## config.mk

```make
export PLATFORM = sky130hd
export DESIGN_NAME = fpmul_sched
export DESIGN_NICKNAME = d
export VERILOG_FILES = /design/src/rtl/fpmul_sched.sv
export SDC_FILE = /design/constraint.sdc
export NUM_CORES = 1
export LEC_CHECK = 0
export CORE_ASPECT_RATIO = 1.5
export CORE_MARGIN = 2
export CORE_UTILIZATION = 44
export DETAILED_ROUTE_END_ITERATION = 10
export PLACE_DENSITY = 0.95
export SYNTH_ARGS = -nofsm -noshare
export SYNTH_HDL_FRONTEND = slang
export SYNTH_SLANG_ARGS = --single-unit
```

## constraint.sdc

```tcl
create_clock -name clk -period 4.45 [get_ports clk]
set_input_delay 0.89 -clock clk [delete_from_list [all_inputs] [get_ports clk]]
set_output_delay 0.89 -clock clk [all_outputs]
set_load 0.02 [all_outputs]
```

## src/rtl/fpmul_sched.sv

```systemverilog
`default_nettype none
// ============================================================================
// Module   : fpmul_sched
// Purpose  : Round-robin scheduler sharing one fixed-latency pipelined FP
//            multiplier between two requesters. Accepts operand pairs over
//            valid/ready, issues at most one pair per cycle, tracks the owner
//            of each in-flight operation with a tag delay line and returns
//            each product to its issuer in issue order.
// Ports    : clk, reset (sync, active-low)
//            req{0,1}_valid/_ready/_a/_b : requester operand handshakes
//            mul_a, mul_b                : registered operands to multiplier
//            mul_out                     : product, MUL_LAT cycles later
//            rsp{0,1}_valid, rsp_data    : registered one-cycle responses
//            busy                        : any operation in flight
// Revision : 1.0 - initial release
// ============================================================================
module fpmul_sched #(
  parameter int MUL_LAT = 6,
  parameter int MAX_OUT = 4
) (
  input  logic        clk,
  input  logic        reset,
  input  logic        req0_valid,
  output logic        req0_ready,
  input  logic [31:0] req0_a,
  input  logic [31:0] req0_b,
  input  logic        req1_valid,
  output logic        req1_ready,
  input  logic [31:0] req1_a,
  input  logic [31:0] req1_b,
  output logic [31:0] mul_a,
  output logic [31:0] mul_b,
  input  logic [31:0] mul_out,
  output logic        rsp0_valid,
  output logic        rsp1_valid,
  output logic [31:0] rsp_data,
  output logic        busy
);

  localparam int              CW    = $clog2(MAX_OUT + 1);
  localparam logic [CW-1:0]   c_max = CW'(MAX_OUT);
  localparam logic [CW-1:0]   c_one = CW'(1);

  // Per-requester outstanding counters and round-robin pointer
  logic [CW-1:0]    r_cnt0;
  logic [CW-1:0]    r_cnt1;
  logic             r_prio;

  // Tag delay line, stage 0..MUL_LAT; stage k holds the op issued k+1 edges ago
  logic [MUL_LAT:0] r_tag_vld;
  logic [MUL_LAT:0] r_tag_id;

  logic w_elig0, w_elig1;
  logic w_grant0, w_grant1;
  logic w_acc;
  logic w_ret, w_ret0, w_ret1;

  always_comb begin
    w_elig0  = req0_valid && (r_cnt0 < c_max);
    w_elig1  = req1_valid && (r_cnt1 < c_max);
    // Contention resolved by prio: 0 favours requester 0, 1 favours requester 1
    w_grant0 = w_elig0 && (!w_elig1 || !r_prio);
    w_grant1 = w_elig1 && (!w_elig0 ||  r_prio);
    // Grant already implies valid, so a grant is an accept at the next edge
    w_acc    = w_grant0 || w_grant1;
    w_ret    = r_tag_vld[MUL_LAT];
    w_ret0   = w_ret && !r_tag_id[MUL_LAT];
    w_ret1   = w_ret &&  r_tag_id[MUL_LAT];
  end

  assign req0_ready = w_grant0;
  assign req1_ready = w_grant1;
  assign busy       = (|r_tag_vld) || (r_cnt0 != '0) || (r_cnt1 != '0);

  always_ff @(posedge clk) begin
    if (!reset) begin
      r_tag_vld  <= '0;
      r_tag_id   <= '0;
      r_cnt0     <= '0;
      r_cnt1     <= '0;
      r_prio     <= 1'b0;
      mul_a      <= '0;
      mul_b      <= '0;
      rsp_data   <= '0;
      rsp0_valid <= 1'b0;
      rsp1_valid <= 1'b0;
    end else begin
      r_tag_vld <= {r_tag_vld[MUL_LAT-1:0], w_acc};
      r_tag_id  <= {r_tag_id[MUL_LAT-1:0],  w_grant1};

      if (w_acc) begin
        mul_a  <= w_grant1 ? req1_a : req0_a;
        mul_b  <= w_grant1 ? req1_b : req0_b;
        // Point at the requester that was not just served
        r_prio <= w_grant0;
      end

      rsp0_valid <= w_ret0;
      rsp1_valid <= w_ret1;
      if (w_ret) begin
        rsp_data <= mul_out;
      end

      // Simultaneous accept and retire on one requester leaves its count as is
      case ({w_grant0, w_ret0})
        2'b10:   r_cnt0 <= r_cnt0 + c_one;
        2'b01:   r_cnt0 <= r_cnt0 - c_one;
        default: r_cnt0 <= r_cnt0;
      endcase

      case ({w_grant1, w_ret1})
        2'b10:   r_cnt1 <= r_cnt1 + c_one;
        2'b01:   r_cnt1 <= r_cnt1 - c_one;
        default: r_cnt1 <= r_cnt1;
      endcase
    end
  end

endmodule
`default_nettype wire

```

==> impl_metrics.xml, run 1 <==
<?xml version="1.0" encoding="UTF-8"?>
<metrics>
  <group name="job">
    <metric name="max_cap_check_violation_count" unit="">0</metric>
  </group>
  <group name="min_path">
    <metric name="hold_path_startpoint" unit="">r_tag_id[1]</metric>
    <metric name="hold_path.class" unit="">reg -&gt; reg</metric>
  </group>
  <group name="logic_synthesis">
    <metric name="synth.yosys.seq_area_share" unit="">0.4353</metric>
    <metric name="ys_ff_latch" unit="">119</metric>
    <metric name="post_synth.cell_area_avg" unit="sq um">9.686</metric>
    <metric name="synthesis.nets" unit="">733</metric>
    <metric name="synthesis.area" unit="sq um">5473</metric>
    <metric name="postSynthCellCount" unit="">565</metric>
    <metric name="yosysWarningCount" unit="">0</metric>
    <metric name="synthDistinctLibCells" unit="">32</metric>
  </group>
  <group name="clock_network">
    <metric name="clock_slew_seen_by_the_registers_of_the_worst_setup_and_hold_paths" unit="ns">0.05</metric>
    <metric name="cts_setup_buffers" unit="">0</metric>
    <metric name="clkLatencyLatePin" unit="ns">0.40</metric>
    <metric name="cts_tree" unit="">built</metric>
    <metric name="cts.root.buffer_cell" unit="">clkbuf_16</metric>
    <metric name="cts_buffers" unit="">17</metric>
    <metric name="hold_buffers" unit="">0</metric>
    <metric name="level_count_of_the_clock_h_tree" unit="">4</metric>
    <metric name="cts_buffer_depth" unit="">2</metric>
    <metric name="cts_resized" unit="">0</metric>
    <metric name="tritoncts_num_sinks" unit="">119</metric>
  </group>
  <group name="finish">
    <metric name="stdcell_count" unit="">960</metric>
    <metric name="fin_nets" unit="">961</metric>
    <metric name="fillCellCount" unit="">820</metric>
    <metric name="areaGrowthSynthToFinish" unit="%">59.35</metric>
    <metric name="layout.cells.most_common_list" unit="">263 x clkdlybuf4s50_1, 118 x dfxtp_1, 69 x inv_1</metric>
    <metric name="final_common_cell" unit="">clkdlybuf4s50_1</metric>
    <metric name="drive_above_1_share" unit="">0.1055</metric>
  </group>
  <group name="pwr">
    <metric name="p_sw_frac" unit="">0.2483</metric>
    <metric name="power_frac_seq" unit="">0.359</metric>
    <metric name="pwr-share-comb" unit="">0.183</metric>
    <metric name="power_per_cell_area" unit="nW/um^2">372.3</metric>
    <metric name="total_switching_power" unit="uW">806.3</metric>
    <metric name="vdd.ir_drop.worst" unit="uV">258.3</metric>
    <metric name="power.clock.fraction" unit="">0.457</metric>
    <metric name="p_int" unit="mW">2.440</metric>
    <metric name="power" unit="mW">3.247</metric>
    <metric name="p_leak" unit="nW">3.037</metric>
  </group>
  <group name="placement">
    <metric name="place_hpwl" unit="um">12050</metric>
    <metric name="routabilityCongestion" unit="">0.8636</metric>
    <metric name="place_ws" unit="ns">0.9716</metric>
    <metric name="buffer_ports.inserted" unit="">264</metric>
    <metric name="dp.cells" unit="">927</metric>
  </group>
  <group name="routing">
    <metric name="routed_wire_length_per_instance" unit="um">18.84</metric>
    <metric name="drt_first_iter_violations" unit="">272</metric>
    <metric name="vias_per_cell" unit="">5.647</metric>
    <metric name="number_of_remaining_drc_errors" unit="">0</metric>
    <metric name="detailed_route_wl" unit="um">18080</metric>
    <metric name="ant_nets" unit="">0</metric>
    <metric name="first_pass_iters" unit="">4</metric>
    <metric name="via_count" unit="">5421</metric>
  </group>
  <group name="timing">
    <metric name="skew" unit="ns">0.008515</metric>
    <metric name="worst_slack" unit="ns">0.9607</metric>
    <metric name="period_share" unit="">0.7841</metric>
    <metric name="finalSetupViolCount" unit="">0</metric>
    <metric name="finalCriticalPeriod" unit="ns">3.489</metric>
    <metric name="hold_violations" unit="">0</metric>
    <metric name="worst_tran_pin_value" unit="ns">1.141</metric>
    <metric name="max_freq" unit="MHz">286.6</metric>
    <metric name="setup-tns-final" unit="ns">0</metric>
    <metric name="relSlewSlack" unit="">0.2393</metric>
    <metric name="maxSlewViolCount" unit="">0</metric>
    <metric name="setup_repair_after_global_routing_missed_its_margin" unit="">no</metric>
  </group>
  <group name="setup_path">
    <metric name="startpoint" unit="">req1_valid</metric>
    <metric name="path_max_fanout" unit="">19</metric>
    <metric name="worstPathCellList" unit="">clkdlybuf4s50_1, nor2b_4, nand2_2, inv_2, clkdlybuf4s50_1</metric>
    <metric name="crit_type" unit="">in -&gt; out</metric>
    <metric name="end_kind" unit="">output port</metric>
    <metric name="timing.critical_path.from_type" unit="">input port</metric>
    <metric name="crit_path_max_incr_delay" unit="ns">0.60</metric>
    <metric name="timing.critical_path.slowest_stage_cell" unit="">clkdlybuf4s50_1</metric>
    <metric name="critical_path_arrival" unit="ns">2.60</metric>
    <metric name="path_delay_family" unit="">buffers and inverters</metric>
    <metric name="cp.buffers_inverters" unit="">3</metric>
    <metric name="cp.required" unit="ns">3.56</metric>
    <metric name="reg2reg_from" unit="">r_cnt1[2]</metric>
    <metric name="cp_common_cell" unit="">clkdlybuf4s50_1</metric>
  </group>
  <group name="die">
    <metric name="chipHeight" unit="um">140.6</metric>
    <metric name="area_of_the_die" unit="sq um">13360</metric>
    <metric name="top_level_ports" unit="">265</metric>
    <metric name="initial_core_util" unit="">0.4531</metric>
    <metric name="placement_rows" unit="">49</metric>
    <metric name="coreArea" unit="sq um">12080</metric>
    <metric name="die_w" unit="um">95.06</metric>
  </group>
  <group name="grt">
    <metric name="globalRouteTotalUtil" unit="">0.2646</metric>
    <metric name="grt_first_pass_wirelength" unit="um">27390</metric>
    <metric name="grt_antenna_before_repair" unit="">1</metric>
    <metric name="grt_max_degree" unit="">113</metric>
    <metric name="via_count_of_the_first_global_routing_pass" unit="">5393</metric>
    <metric name="total_overflow_reported_by_the_global_router" unit="">0</metric>
  </group>
  <group name="run_status">
    <metric name="outcome" unit="">completed</metric>
  </group>
</metrics>
flip-flops by register name (all words and copies together) (netlist names):
signal      flops
mul_a          32
mul_b          32
rsp_data       32
r_tag_id        7
r_tag_vld       7
r_cnt0          3
r_cnt1          3
r_prio          1
rsp0_valid      1
rsp1_valid      1
through the flow:
stage / cell area (sq um) / utilization / hold slack [ns]
finish: 8721 / 0.7221 / 0.4314
global route: 8718 / 0.7218 / 0.4468
CTS: 8718 / 0.7218 / 0.4349
detailed placement: 8088 / 0.6696 / 0.4228
global placement: 8088 / 0.6696 / 0.4168
floorplan: 5473 / - / 0.4119
synth_stat cells:
library cell  instances  area [sq um]
a21oi_1               5         25.02
and2_1               13         81.33
and3_1                1         6.260
buf_1                 7         26.28
buf_2                28         140.1
buf_4                 1         7.510
buf_6                 5         56.30
clkbuf_1             24         90.09
dfxtp_1             119          2382
fa_1                  2         40.04
ha_1                  2         25.02
inv_1                69         259.0
inv_2                 1         3.750
mux2i_1              33         330.3
nand2_1               1         3.750
nand2_2               1         6.260
nand2b_1              2         12.51
nand3_2               1         10.01
nand4_1              65         406.6
nor2_1               41         153.9
nor2b_1               2         12.51
nor2b_4               1         13.76
nor3_1                1         5.000
nor4_1                2         12.51
o211ai_1             64         480.5
o21ai_0               3         15.01
o221ai_1             24         210.2
o221ai_2             40         600.6
or3_1                 2         12.51
or3b_1                1         8.760
xnor2_1               1         8.760
xor2_1                3         26.28
kinds of logic after synthesis:
logic type / synth area share
compound gates: 0.2433
buf+inv: 0.1065
simple gates: 0.1363
flops: 0.4353
mux: 0.06036
xor+xnor: 0.006403
fa+ha+maj: 0.01189
per-layer routing:
layer  wire length (um)  GRT usage  vias to the layer above
met5                  0          0                        -
met4               1015     0.1564                        0
met3               1256    0.07857                       67
met2               9215     0.4537                      240
met1               6595     0.2803                     2566
li1                   -          -                     2548
worst paths after layout:
path,slack [ns],depth (start not counted),end
worst max-delay path,0.96,5,req1_ready
worst min-delay path,0.43,1,r_tag_id[2]
worst max register to register,2.12,4,mul_a[1]
worst min register to register,0.43,1,r_tag_id[2]
layout make-up:
class	count	area (sq um)	area share
Clock buffer	23	457.9	0.05251
Inverter	70	262.8	0.03013
Tap cell	153	191.4	0.02195
Multi-Input combinational cell	311	2522	0.2892
Sequential cell	119	2384	0.2733
Antenna cell	1	2.502	0.0002869
Clock inverter	9	172.7	0.01980
Timing Repair Buffer	274	2728	0.3128
power by group through the flow:
stage	logic, mW	clock network [mW]	registers (mW)
after floorplan	0.222	0	1.25
after global placement	0.581	0	1.19
after detailed placement	0.592	0	1.19
after CTS	0.598	1.50	1.17
after global routing	0.635	1.55	1.17
final	0.596	1.48	1.17
Power figures use the tool's default switching activity.
==> run 2: changes to the inputs <==
CORE_UTILIZATION = 37   (was 44)
PLACE_DENSITY = 0.87   (was 0.95)
clock period = 2.97 ns   (was 4.45 ns; I/O delays follow)
==> impl_metrics.xml, run 2 (synthesis results as in run 1) <==
<?xml version="1.0" encoding="UTF-8"?>
<metrics>
  <group name="run_status">
    <metric name="outcome" unit="">completed</metric>
  </group>
  <group name="die">
    <metric name="area_of_the_die" unit="sq um">15800</metric>
    <metric name="top_level_ports" unit="">265</metric>
    <metric name="die_w" unit="um">103.3</metric>
    <metric name="coreArea" unit="sq um">14530</metric>
    <metric name="initial_core_util" unit="">0.3767</metric>
    <metric name="chipHeight" unit="um">153.0</metric>
    <metric name="placement_rows" unit="">54</metric>
  </group>
  <group name="clock_network">
    <metric name="cts_buffer_depth" unit="">2</metric>
    <metric name="clkLatencyLatePin" unit="ns">0.40</metric>
    <metric name="tritoncts_num_sinks" unit="">119</metric>
    <metric name="cts_setup_buffers" unit="">0</metric>
    <metric name="cts.root.buffer_cell" unit="">clkbuf_16</metric>
    <metric name="cts_buffers" unit="">17</metric>
    <metric name="level_count_of_the_clock_h_tree" unit="">4</metric>
    <metric name="hold_buffers" unit="">0</metric>
    <metric name="clock_slew_seen_by_the_registers_of_the_worst_setup_and_hold_paths" unit="ns">0.05</metric>
    <metric name="cts_resized" unit="">0</metric>
    <metric name="cts_tree" unit="">built</metric>
  </group>
  <group name="setup_path">
    <metric name="crit_type" unit="">in -&gt; out</metric>
    <metric name="reg2reg_from" unit="">r_cnt0[2]</metric>
    <metric name="timing.critical_path.from_type" unit="">input port</metric>
    <metric name="path_max_fanout" unit="">3</metric>
    <metric name="critical_path_arrival" unit="ns">2.29</metric>
    <metric name="startpoint" unit="">req0_valid</metric>
    <metric name="cp.required" unit="ns">2.38</metric>
    <metric name="end_kind" unit="">output port</metric>
  </group>
  <group name="grt">
    <metric name="grt_first_pass_wirelength" unit="um">26200</metric>
    <metric name="total_overflow_reported_by_the_global_router" unit="">0</metric>
    <metric name="globalRouteTotalUtil" unit="">0.2105</metric>
    <metric name="grt_antenna_before_repair" unit="">0</metric>
    <metric name="via_count_of_the_first_global_routing_pass" unit="">5261</metric>
    <metric name="grt_max_degree" unit="">84</metric>
  </group>
  <group name="timing">
    <metric name="max_freq" unit="MHz">346.2</metric>
    <metric name="period_share" unit="">0.9726</metric>
    <metric name="hold_violations" unit="">0</metric>
    <metric name="relSlewSlack" unit="">0.3680</metric>
    <metric name="finalCriticalPeriod" unit="ns">2.889</metric>
    <metric name="maxSlewViolCount" unit="">0</metric>
    <metric name="worst_tran_pin_value" unit="ns">0.9479</metric>
    <metric name="finalSetupViolCount" unit="">0</metric>
    <metric name="finalHoldWorstSlack" unit="ns">0.4294</metric>
    <metric name="setup-tns-final" unit="ns">0</metric>
    <metric name="skew" unit="ns">0.008447</metric>
    <metric name="setup_repair_after_global_routing_missed_its_margin" unit="">no</metric>
  </group>
  <group name="pwr">
    <metric name="p_leak" unit="nW">3.025</metric>
    <metric name="p_int" unit="mW">3.432</metric>
    <metric name="pwr-share-comb" unit="">0.190</metric>
    <metric name="power_per_cell_area" unit="nW/um^2">531.3</metric>
    <metric name="power.clock.fraction" unit="">0.435</metric>
    <metric name="p_sw_frac" unit="">0.2624</metric>
    <metric name="total_switching_power" unit="mW">1.221</metric>
    <metric name="power" unit="mW">4.653</metric>
    <metric name="power_frac_seq" unit="">0.375</metric>
    <metric name="vdd.ir_drop.worst" unit="uV">345.0</metric>
  </group>
  <group name="routing">
    <metric name="detailed_route_wl" unit="um">16890</metric>
    <metric name="routed_wire_length_per_instance" unit="um">16.84</metric>
    <metric name="first_pass_iters" unit="">5</metric>
    <metric name="via_count" unit="">5319</metric>
    <metric name="number_of_remaining_drc_errors" unit="">0</metric>
    <metric name="drt_first_iter_violations" unit="">271</metric>
    <metric name="ant_nets" unit="">0</metric>
    <metric name="vias_per_cell" unit="">5.303</metric>
  </group>
  <group name="placement">
    <metric name="routabilityCongestion" unit="">0.7781</metric>
    <metric name="place_hpwl" unit="um">11290</metric>
    <metric name="buffer_ports.inserted" unit="">264</metric>
  </group>
  <group name="min_path">
    <metric name="hold_path.class" unit="">reg -&gt; reg</metric>
    <metric name="hold_path_startpoint" unit="">r_tag_id[4]</metric>
  </group>
  <group name="finish">
    <metric name="num_antenna_cells" unit="">0</metric>
    <metric name="final_common_cell" unit="">clkdlybuf4s50_1</metric>
    <metric name="fin_nets" unit="">962</metric>
    <metric name="layout.cells.most_common_list" unit="">263 x clkdlybuf4s50_1, 118 x dfxtp_1, 69 x inv_1</metric>
    <metric name="drive_above_1_share" unit="">0.1103</metric>
    <metric name="areaGrowthSynthToFinish" unit="%">60.04</metric>
    <metric name="fillCellCount" unit="">1222</metric>
    <metric name="layout_top_registers" unit="">mul_a: 32 flops, mul_b: 32 flops, rsp_data: 32 flops</metric>
  </group>
  <group name="job">
    <metric name="max_cap_check_violation_count" unit="">0</metric>
  </group>
</metrics>
## run 2: cell count changes in the layout (fill, tap and decap cells not counted), moves of 2 or more
cell	previous run	this run
buf_12	1	3
bufinv_16	5	2
clkbuf_1	5	2
clkinv_4	0	2
clkinvlp_4	1	3
## run 2: path summary, 6_finish.rpt
path	endpoint	slack (ns)	cells past startpoint
setup / recovery	req1_ready	0.08	5
hold / removal	r_tag_id[5]	0.43	1
setup reg to reg	r_cnt0[2]	0.88	9
hold reg to reg	r_tag_id[5]	0.43	1
## run 2: through the flow
step	worst slack, ns	std cells	cell area [sq um]	util
after floorplan	0.4117	565	5473	-
after detailed placement	0.09127	971	8174	0.5627
after global routing	0.04909	1003	8758	0.6029
after CTS	0.08969	1003	8758	0.6029
after global placement	0.09695	971	8174	0.5627
final	0.08128	1003	8758	0.6029
## run 2: final cells by class
type	instances	area (sq um)	share of cell area
clock inverters	11	123.9	0.01414
repair buffers	275	2760	0.3151
well taps	196	245.2	0.02800
clock buffers	21	460.4	0.05257
inverters	70	262.8	0.03000
multi-input cells	311	2522	0.2880
flip-flops and latches	119	2384	0.2721
## run 2: power by group through the flow
stage | Sequential (mW) | Combinational, mW | Clock (mW)
final | 1.75 | 0.885 | 2.02
after global routing | 1.76 | 0.949 | 2.14
after CTS | 1.75 | 0.891 | 2.06
after detailed placement | 1.78 | 0.887 | 0
after global placement | 1.77 | 0.877 | 0
after floorplan | 1.88 | 0.333 | 0
## run 2: metal layers
metal / track usage / vias up / part of all wire / wire [um]
met1: 0.2288 / 2521 / 0.38 / 6371
met3: 0.05807 / 36 / 0.068 / 1143
met5: 0 / - / 0 / 0
met2: 0.3763 / 210 / 0.53 / 8898
li1: - / 2552 / - / -
met4: 0.08271 / 0 / 0.028 / 478
## run 2: worst max-delay path, stage by stage
cell and delay, ns:
clkdlybuf4s50_1 0.49, or3b_2 0.47, nand2_2 0.13, inv_2 0.05
clkdlybuf4s50_1 0.56
==> patch 1, RTL diff (config.mk and constraints of run 2) <==
`r_tag_id` no longer has a reset.
--- a/src/rtl/fpmul_sched.sv
+++ b/src/rtl/fpmul_sched.sv
@@ -75,7 +75,6 @@
   always_ff @(posedge clk) begin
     if (!reset) begin
       r_tag_vld  <= '0;
-      r_tag_id   <= '0;
       r_cnt0     <= '0;
       r_cnt1     <= '0;
       r_prio     <= 1'b0;
@@ -86,7 +85,6 @@
       rsp1_valid <= 1'b0;
     end else begin
       r_tag_vld <= {r_tag_vld[MUL_LAT-1:0], w_acc};
-      r_tag_id  <= {r_tag_id[MUL_LAT-1:0],  w_grant1};
 
       if (w_acc) begin
         mul_a  <= w_grant1 ? req1_a : req0_a;
@@ -116,6 +114,10 @@
     end
   end
 
+  always_ff @(posedge clk) begin
+    r_tag_id <= {r_tag_id[MUL_LAT-1:0],  w_grant1};
+  end
+
 endmodule
 `default_nettype wire
 
Function: no difference found for any inputs over 10 cycles, from zero or initial values and one cycle with reset low; that may be too few to reach the edited logic, so the function may still have changed.
==> patch 1 against run 2 <==
Sequential share of layout area about the same; cell area about the same; worst setup slack better by 0.024 ns; routed wire length up 0.17%; power up 2.4%; sequential cell count unchanged; area after synthesis down 0.43%; critical path type unchanged; largest cell class unchanged; highest routed layer unchanged.
==> patch 1: results (changes against run 2) <==
* Met2 WL at 8.68 mm (-2.4%)
* Data arrival time of the worst path at 2.27 ns (-0.02 ns)
* Clkbuf count at 17 (-19%)
* Sequential share of cell area at 27.2% (about the same)
* Num sequential at 119 (unchanged)
* Sequential share of the synthesized area at 43.7% (+0.19 points)
* P_leak at 3.03 nW (about the same)
* Metal-1 WL at 6.46 mm (+1.3%)
* First-pass GRT wire length at 26.6 mm (+1.5%)
* Net count, final at 956 (-0.62%)
* Initial DRC count at 268 (-1.1%)
* CP peak stage delay at 0.57 ns
* Top cells by area, synth: dfxtp_1 (44%), o221ai_2 (11%), o211ai_1 (8.8%)
* Share of cells above drive strength 1 at 11.5% (+0.46 points)
* Multi-input logic area at 2480 µm² (-1.6%)
* Status: finished, final reports clean
* Syn Inst Count at 557 (-1.4%)
* Top cells by count, synth: dfxtp_1 (119), inv_1 (69), nand4_1 (65), o211ai_1 (64)
* Met3 routed wirelength at 1.19 mm (+3.9%)
* Met3 GRT Util at 5.87% (+0.065 points)
* DR vias/cell at 5.27 (-0.68%)
* Final GP Congestion at 0.799 (+2.6%)
* Reg2reg setup slack at 0.83 ns (-0.05 ns)
* Dpl cells at 965 (-0.62%)
* Hold path depth at 0 (-1)
* DP Area at 8140 µm² (-0.41%)
* Actual slew at the worst max-slew pin at 0.743 ns (-0.205 ns)
* Warnings from Yosys at 0 (unchanged)
* Complex-gate fraction of the synthesized area at 24.4% (+0.11 points)
* Final wirelength at 16.9 mm (+0.17%)
* Fillers at 1226 (+0.33%)
* Worst VDD drop at 0.334 mV (-3.3%)
* M2 GR Usage at 37.1% (-0.56 points)
* Non-Clock Buffer Count at 276 (+0.36%)
* Vias at 5251 (-1.3%)
* Vias in the first global route at 5373 (+2.1%)
* Count of multi-input gates at 304 (-2.3%)
* GRT Util Overall at 21.3% (+0.27 points)
* Clk cell area share at 7.02% (+0.35 points)
* Met1 usage at 23.6% (+0.74 points)
* Largest net degree at the start of global routing at 71 (-15%)
* Fmax at 349 MHz (+0.84%)
* Post-Synth Adder-Cell Area at 1.19% (+0.0052 points)
* Core ar. at 14500 µm² (-0.46%)
* Distinct cell type count of the synthesized netlist at 32 (unchanged)
* DP Wirelength at 11.4 mm (+1.2%)
* Clock buffer depth at 2 (unchanged)
* Signal buf overhead at 31.6% (+0.099 points)
* Critical Path Start: req0_valid
* Fin util at 60.5% (+0.26 points)
* Post-place setup slack at 0.0957 ns (+0.00442 ns)
* Mux contribution to synthesized area at 6.06% (+0.026 points)
* Syn Nets at 725 (-1.1%)
* Inverter count at 70 (unchanged)
* Clock Skews at 0.00772 ns (-0.000723 ns)
* Xor and xnor area share after synthesis at 0.643% (+0.0028 points)
-- patch 1: cell types whose count changed in the layout (fill, tap and decap cells not counted), sizes merged --
| cell | run 2 | this run |
|---|---|---|
| bufinv | 2 | 3 |
| clkinv | 5 | 4 |
| clkbuf | 21 | 17 |
| inv | 71 | 76 |
| nor2 | 41 | 40 |
| clkinvlp | 3 | 2 |
| buf | 12 | 13 |
| and2 | 13 | 7 |
-- patch 1: worst min path at each step --
stage	start	end	slack [ns]
final	r_tag_id[5]	r_tag_id[6]	0.33
after global routing	r_tag_id[3]	r_tag_id[4]	0.34
after CTS	r_tag_id[5]	r_tag_id[6]	0.33
after detailed placement	r_tag_id[1]	r_tag_id[2]	0.32
after global placement	r_tag_id[1]	r_tag_id[2]	0.31
after floorplan	r_tag_id[0]	r_tag_id[1]	0.31
-- patch 1: where the power goes --
part	internal, mW	switching [mW]
logic	0.459	0.429
clock network	1.34	0.787
registers	1.70	0.0549
total	3.50	1.27
==> patch 2, RTL diff (flow settings as in run 2) <==
Without the edit above. Change the parameter `MAX_OUT` from 4 to 8.
--- a/src/rtl/fpmul_sched.sv
+++ b/src/rtl/fpmul_sched.sv
@@ -16,7 +16,7 @@
 // ============================================================================
 module fpmul_sched #(
   parameter int MUL_LAT = 6,
-  parameter int MAX_OUT = 4
+  parameter int MAX_OUT = 8
 ) (
   input  logic        clk,
   input  logic        reset,
Check against the original RTL: not equivalent (a bounded check fails within 10 cycles, from zero or initial values and one cycle with reset low).
==> patch 2 against run 2 <==
Routed wire length shrank 22%; combinational power down 20%; non-clock buffer count decreased by 6; highest routed layer unchanged; cell area fell by 6.7%; sequential share of layout area grew 2.4 points; power shrank 1.8%; area after synthesis decreased by 11%; sequential cell count grew 2; largest power group unchanged; critical path depth did not move; worst setup slack better by 0.20 ns.
==> patch 2: results (changes against run 2) <==
* Status: finished, final reports clean
* Net count, final at 919 (-4.5%)
* CP peak stage delay at 0.60 ns (+0.04 ns)
* GRT Util Overall at 18.6% (-2.4 points)
* Worst VDD drop at 0.353 mV (+2.4%)
* P_leak at 3.31 nW (+9.6%)
* Top cells by area, synth: dfxtp_1 (50%), mux2i_1 (21%), o21ai_1 (6.7%)
* DR WL/cell at 14.4 µm (-15%)
* Clock Skews at 0.0137 ns (+0.00529 ns)
* Hold_sp: r_tag_id[2]
* Port Buffers at 264 (unchanged)
* DP Wirelength at 9.77 mm (-13%)
* WHS at 0.436 ns (+0.00620 ns)
* Dpl cells at 889 (-8.4%)
* Syn Inst Count at 493 (-13%)
* Initial DRC count at 99 (-63%)
* Vias in the first global route at 4343 (-17%)
* RR Startpoint: r_cnt1[3]
* Distinct cell type count of the synthesized netlist at 34 (+6.3%)
* Data arrival time of the worst path at 2.10 ns (-0.19 ns)
* Final wirelength at 13.2 mm (-22%)
* Post-place setup slack at 0.143 ns (+0.0514 ns)
* First-pass GRT wire length at 20.9 mm (-20%)
* Final GP Congestion at 0.775 (-0.39%)
* Sequential share of the synthesized area at 49.7% (+6.1 points)
* Top cells by count, synth: dfxtp_1 (121), mux2i_1 (100), nand2_1 (70), o21ai_1 (65), nor2_1 (38)
* Syn Nets at 663 (-9.5%)
* Vias at 4361 (-18%)
* Relative slew slack at 53.6% (+17 points)
* Hold EP: r_tag_id[3]
[patch 2: changes by cell type in the layout (fill, tap and decap cells not counted), sizes merged, moves of 65 or more]
cell and change:
inv -66, nand2 +68, o21ai +65, mux2i +67
[patch 2: how the worst max path moves through the flow]
stage | from | endpoint | slack, ns | cells past startpoint
after CTS | req1_valid | req0_ready | 0.27 | 5
after detailed placement | req1_valid | r_cnt0[2] | 0.14 | 10
final | req1_valid | req0_ready | 0.28 | 5
after global routing | req1_valid | req0_ready | 0.23 | 5
after global placement | req1_valid | r_cnt0[2] | 0.21 | 10
after floorplan | req0_valid | r_cnt1[2] | 0.52 | 13
[patch 2: final cells by class]
type	instances	area, µm²
Tap cell	159	199
Clock inverter	10	141
Fill cell	1095	4780
Timing Repair Buffer	269	2710
Sequential cell	121	2420
Clock buffer	22	474
Inverter	4	17.5
Multi-Input combinational cell	336	2210
[patch 2: where the power goes]
part,switching [mW],total [mW],internal (mW),leakage [nW]
Clock,0.717,2.11,1.39,0.297
Sequential,0.0484,1.76,1.71,0.993
Combinational,0.297,0.706,0.410,2.03
Total,1.06,4.57,3.51,3.31
[patch 2: metal layers]
layer	share of wire, %	routed length, µm	track usage, %
met1	38	5010	19.7
met3	7.2	948	6.33
met4	1.6	212	6.94
met5	0	0	0
met2	53	7050	34.2
[patch 2: worst max-delay path: cells and delay by family]
family	cells	cell delay (ns)
buf+inv	3	1.13
compound gates	1	0.22
simple gates	1	0.15
[patch 2: kinds of logic (layout without fill, tap and decap cells)]
family                   Yosys count  after routing  share of synthesized area (%)
AND/OR/NAND/NOR                  147            147                           14.1
XOR/XNOR                           6              6                           1.08
multiplexers                     100            100                           20.5
flip-flops                       121            121                           49.7
AO/OA/AOI/OAI                     77             77                           8.10
adder cells (fa/ha/maj)            6              6                           1.54
buffers and inverters             36            305                           5.03
